## src/rtl/pipeline_stall_sequencer.sv

```systemverilog
// pipeline_stall_sequencer
// Converts the hazard detector's combinational decisions into a registered
// stall/flush schedule for the MIPS front end (PC, IF/ID, ID/EX).
//
// Ports:
//   clk            pipeline clock, all state updates on rising edge
//   reset          synchronous active-high reset
//   data_hazard    data-hazard stall request for the instruction in IF
//   ctrl_req       branch/jump/jr decoded in ID (one-cycle pulse)
//   ctrl_count     extra wait cycles before resolution is usable
//   resolve_valid  control transfer resolved this cycle (pulse)
//   resolve_taken  qualifies resolve_valid, 1 = redirect taken
//   pc_en          PC register write enable
//   ifid_en        IF/ID register write enable
//   idex_bubble    force NOP into ID/EX
//   ifid_flush     clear IF/ID contents
//   state          current FSM state (RUN=0, DATA_STALL=1, CTRL_WAIT=2, FLUSH=3)
//   wd_timeout     sticky: data-stall watchdog fired since reset
//   stall_cycles   cycles with pc_en low (saturating), 0 unless STALL_STATS_EN
//   flush_count    FLUSH cycles seen (saturating), 0 unless STALL_STATS_EN
//
// Build option: define STALL_STATS_EN to instantiate the statistics counters.
module pipeline_stall_sequencer #(
  parameter int unsigned COUNT_W        = 32,
  parameter int unsigned MAX_DATA_STALL = 8
) (
  input  logic               clk,
  input  logic               reset,
  input  logic               data_hazard,
  input  logic               ctrl_req,
  input  logic [COUNT_W-1:0] ctrl_count,
  input  logic               resolve_valid,
  input  logic               resolve_taken,
  output logic               pc_en,
  output logic               ifid_en,
  output logic               idex_bubble,
  output logic               ifid_flush,
  output logic [1:0]         state,
  output logic               wd_timeout,
  output logic [31:0]        stall_cycles,
  output logic [31:0]        flush_count
);

  localparam int unsigned DsW = $clog2(MAX_DATA_STALL + 1);

  typedef enum logic [1:0] {
    StRun       = 2'd0,
    StDataStall = 2'd1,
    StCtrlWait  = 2'd2,
    StFlush     = 2'd3
  } state_e;

  state_e             state_q, state_d;
  logic [COUNT_W-1:0] wait_q, wait_d;
  logic               pend_q, pend_d;
  logic               taken_q, taken_d;
  logic [DsW-1:0]     ds_q, ds_d;
  logic               wd_q, wd_d;
  logic               pc_en_q, pc_en_d;
  logic               ifid_en_q, ifid_en_d;
  logic               bubble_q, bubble_d;
  logic               flush_q, flush_d;
  logic               take_redirect;

  always_comb begin
    state_d = state_q;
    wait_d  = wait_q;
    pend_d  = pend_q;
    taken_d = taken_q;
    ds_d    = ds_q;
    wd_d    = wd_q;
    // A live resolution overrides one latched while the wait counter ran.
    take_redirect = resolve_valid ? resolve_taken : taken_q;

    case (state_q)
      StRun: begin
        if (ctrl_req) begin
          state_d = StCtrlWait;
          wait_d  = ctrl_count;
          pend_d  = 1'b0;
          taken_d = 1'b0;
        end else if (data_hazard) begin
          state_d = StDataStall;
          ds_d    = DsW'(1);
        end
      end
      StDataStall: begin
        if (!data_hazard) begin
          state_d = StRun;
          ds_d    = '0;
        end else if (ds_q == DsW'(MAX_DATA_STALL)) begin
          state_d = StRun;
          wd_d    = 1'b1;
          ds_d    = '0;
        end else begin
          ds_d = ds_q + DsW'(1);
        end
      end
      StCtrlWait: begin
        if (wait_q != '0) begin
          wait_d = wait_q - COUNT_W'(1);
          if (resolve_valid) begin
            pend_d  = 1'b1;
            taken_d = resolve_taken;
          end
        end else if (resolve_valid || pend_q) begin
          state_d = take_redirect ? StFlush : StRun;
          pend_d  = 1'b0;
        end
      end
      StFlush: begin
        state_d = StRun;
        pend_d  = 1'b0;
      end
      default: state_d = StRun;
    endcase

    // Outputs are registered copies of the decode of the next state, so they
    // always equal the decode of state_q.
    pc_en_d   = (state_d == StRun) || (state_d == StFlush);
    ifid_en_d = (state_d == StRun) || (state_d == StFlush);
    bubble_d  = (state_d != StRun);
    flush_d   = (state_d == StFlush);
  end

  always_ff @(posedge clk) begin
    if (reset) begin
      state_q   <= StRun;
      wait_q    <= '0;
      pend_q    <= 1'b0;
      taken_q   <= 1'b0;
      ds_q      <= '0;
      wd_q      <= 1'b0;
      pc_en_q   <= 1'b1;
      ifid_en_q <= 1'b1;
      bubble_q  <= 1'b0;
      flush_q   <= 1'b0;
    end else begin
      state_q   <= state_d;
      wait_q    <= wait_d;
      pend_q    <= pend_d;
      taken_q   <= taken_d;
      ds_q      <= ds_d;
      wd_q      <= wd_d;
      pc_en_q   <= pc_en_d;
      ifid_en_q <= ifid_en_d;
      bubble_q  <= bubble_d;
      flush_q   <= flush_d;
    end
  end

  assign pc_en       = pc_en_q;
  assign ifid_en     = ifid_en_q;
  assign idex_bubble = bubble_q;
  assign ifid_flush  = flush_q;
  assign state       = state_q;
  assign wd_timeout  = wd_q;

`ifdef STALL_STATS_EN
  logic [31:0] stall_cycles_q;
  logic [31:0] flush_count_q;

  always_ff @(posedge clk) begin
    if (reset) begin
      stall_cycles_q <= '0;
      flush_count_q  <= '0;
    end else begin
      if (!pc_en_q && (stall_cycles_q != 32'hFFFF_FFFF)) begin
        stall_cycles_q <= stall_cycles_q + 32'd1;
      end
      if ((state_q == StFlush) && (flush_count_q != 32'hFFFF_FFFF)) begin
        flush_count_q <= flush_count_q + 32'd1;
      end
    end
  end

  assign stall_cycles = stall_cycles_q;
  assign flush_count  = flush_count_q;
`else
  assign stall_cycles = 32'd0;
  assign flush_count  = 32'd0;
`endif

endmodule
```

## config.mk

```make
export PLATFORM = sky130hd
export DESIGN_NAME = pipeline_stall_sequencer
export DESIGN_NICKNAME = d
export VERILOG_FILES = /design/src/rtl/pipeline_stall_sequencer.sv
export SDC_FILE = /design/constraint.sdc
export NUM_CORES = 1
export LEC_CHECK = 0
export ABC_AREA = 1
export ABC_CLOCK_PERIOD_IN_PS = 3600
export BUFFER_PORTS_ARGS = -buffer_cell sky130_fd_sc_hd__buf_4
export CAP_MARGIN = 15
export CORE_UTILIZATION = 50
export CTS_CLUSTER_SIZE = 25
export DETAILED_ROUTE_END_ITERATION = 8
export GPL_ROUTABILITY_DRIVEN = 0
export PLACE_DENSITY = 0.9
export SETUP_SLACK_MARGIN = 0.5
export SYNTH_ARGS = -nofsm -noshare
export SYNTH_HDL_FRONTEND = slang
export SYNTH_SLANG_ARGS = --single-unit
```

## constraint.sdc

```tcl
create_clock -name clk -period 3.6 [get_ports clk]
set_clock_uncertainty 0.1 [all_clocks]
set_input_delay 0.18 -clock clk [delete_from_list [all_inputs] [get_ports clk]]
set_output_delay 0.18 -clock clk [all_outputs]
set_load 0.05 [all_outputs]
```

==> impl_metrics.yaml <==
clock_tree:
  tritoncts: "built"
  clockRootBuffer: "clkbuf_8"
  htreeDepth: 2
  holdBufCountCts: 0
  numClockSinks: 44
  clk_latency_ns: 0.30
  post_cts_buffers: 0
  cts-buffers-inserted: 5
  path_clk_slew_ns: 0.09
  cts_resized: 0
  clockBufferDepth: 2
final_layout:
  area_growth_syn_to_layout_pct: 6.22
  layout.nets: 693
  layout-drive-gt1-share: 0.111
  final_cell_count_no_fill: 744
  final_core_util: 0.560
  fillCellCount: 672
  diodes: 0
run_status:
  status: "completed"
grt:
  grt_pass1_vias: 3179
  grt_pass1_wl_um: 13500
  antenna_found_initial: 0
  grt_usage: 0.222
  grt_overflow: 0
  grt_max_degree: 36
die:
  io_pins: 109
  initial_core_util: 0.528
  rows: 30
  die_h_um: 87.4
  die_w_um: 87.4
  core_sq_um: 6910
  die_area_sq_um: 7630
setup_path:
  critPathTopFamily: "buffers and inverters"
  crit_buf_inv: 6
  slowest_delay_ns: 0.42
  arrival_ns: 2.67
  critical_path_class: "flop to flop"
  timing.critical_path.mode_cell: "inv_1"
  crit_required_ns: 3.69
  crit_chain: "inv_1 -> ha_1 -> buf_4 -> inv_1 -> nor2_1 -> inv_1 -> nand4_1 -> a21boi_0 -> inv_1 -> ha_1 -> inv_1 -> nor2_1"
  cp-end-kind: "flop"
  critPathMaxFanout: 35
  critPathLaunchType: "flop"
  slowest_stage: "dfxtp_1"
placed_design:
  io_buffers: 44
  dp_hpwl_um: 6210
  dpl.cell_count: 736
  dp_slack_ns: 1.05
run:
  drv_cap: 0
timing:
  rsz0062_at_grt: "false"
  clock.fmax_mhz: 388
  tns_ns: 0
  finalSetupViolCount: 0
  hold_viol_final: 0
  tightest_slew_ns: 0.582
  final_max_slew_viol_count: 0
  hold_slack_ns: 0.0785
  slew_headroom: 0.609
  finalWorstSetupSlack_ns: 1.02
  min_period_over_period: 0.716
  final.min_clock_period_ns: 2.58
detailed_routing:
  drc: 0
  num_vias: 3645
  ant_nets: 0
  dr.pass1.iters: 5
  drt_iter0_markers: 373
  vias_per_cell: 4.90
  drt-wirelength-per-cell_um: 11.1
  routed_wl_um: 8270
power:
  leakage_nw: 2.02
  powerDensity_nw_per_um2: 558
  irDropWorstVdd_mv: 0.260
synthesis:
  synth_area_sq_um: 3640
  yosys_register_bits: 44
  ys_warn_count: 0
  synth_cells: 613
  synth_cell_type_count: 34
  ys_seq_area_frac: 0.242
  syn_area_per_cell_sq_um: 5.94
min_path:
  hold_path.class: "input pin to flop"
==> registers in the layout, summed over array words and instances (netlist names) <==
signal       flops
ifid_en          1
pend_q           1
idex_bubble      1
taken_q          1
state            2
wait_q          32
ifid_flush       1
ds_q             4
wd_timeout       1
==> kinds of logic after synthesis <==
group | after synthesis | synth area share
buffers and inverters | 138 | 0.220
other | 1 | 0.00103
DFF | 44 | 0.242
muxes | 1 | 0.00309
adders and majority gates | 8 | 0.0275
AOI/OAI and AO/OA | 73 | 0.109
and+or+nand+nor | 341 | 0.381
xor gates and xnor gates | 7 | 0.0168
==> per-layer routing <==
metal	part of all wire	wire, um	track usage	vias to the layer above
li1	-	-	-	1837
met1	0.41	3390	0.267	1602
met2	0.48	4000	0.387	176
met3	0.077	637	0.0398	30
met4	0.029	242	0.0924	0
met5	0	0	0	-
==> cell type report <==
cell class / count / area, sq um / area share
timing repair buffer: 46 / 345 / 0.0892
multi-input combinational: 494 / 2200 / 0.567
tap: 96 / 120 / 0.0310
sequential: 44 / 881 / 0.228
clock inverter: 3 / 46.3 / 0.0120
inverter: 56 / 213 / 0.0550
clock buffer: 5 / 68.8 / 0.0178
==> synth_stat cells, drive strengths merged <==
cell type / n / share of area
nand2: 214 / 0.23
and2: 1 / 0.0017
nor2: 93 / 0.10
a21oi: 33 / 0.045
a31oi: 2 / 0.0034
clkbuf: 7 / 0.0072
o22ai: 1 / 0.0017
mux2: 1 / 0.0031
nand3: 24 / 0.033
ha: 8 / 0.027
xnor2: 3 / 0.0072
nand3b: 1 / 0.0021
xor2: 4 / 0.0096
o21ai: 31 / 0.046
a21boi: 2 / 0.0041
nand4: 6 / 0.010
dfxtp: 44 / 0.24
o31ai: 1 / 0.0021
inv: 56 / 0.058
nor3: 2 / 0.0027
buf: 75 / 0.15
o21bai: 3 / 0.0062
conb: 1 / 0.0010
==> worst min-delay path: stages <==
cell and delay (ns):
buf_4 0.12, nand4_1 0.08, a21oi_1 0.06
==> where the power goes <==
group	internal [mW]	switching, mW	leakage [nW]	total [mW]
clock network	0.209	0.184	0.0548	0.393
logic	0.322	0.803	1.60	1.13
registers	0.559	0.0821	0.361	0.641
total	1.09	1.07	2.02	2.16
==> worst paths after layout <==
path	from	end	slack, ns	depth (start not counted)
max	state[0]$_SDFF_PP0_	ifid_flush$_SDFF_PP0_	1.02	12
min	resolve_valid	pend_q$_SDFFE_PP0P_	0.08	3
max reg2reg	state[0]$_SDFF_PP0_	ifid_flush$_SDFF_PP0_	1.02	12
min reg2reg	pend_q$_SDFFE_PP0P_	pend_q$_SDFFE_PP0P_	0.35	2
==> through the flow <==
step	power [mW]	area, sq um
finish	2.16	3870
global route	2.34	3870
CTS	2.15	3870
detailed placement	1.75	3750
global placement	1.72	3750
floorplan	1.61	3880
==> cell usage in the layout, fill, tap and decap left out, types with 2 or more instances in the layout <==
master,synthesis,layout
nor2_2,9,9
clkbuf_8,0,5
nor3_1,2,2
inv_1,54,54
a21oi_1,33,33
nand2_2,3,3
nand4_1,6,6
conb_1,1,64
nand3_1,24,24
dfxtp_1,44,44
o21bai_1,3,3
xnor2_1,3,3
ha_1,8,8
nor2_1,84,84
a21boi_0,2,2
buf_4,65,46
nand2_1,209,209
xor2_1,4,4
a31oi_1,2,2
o21ai_0,29,29
Power figures use the tool's default switching activity.
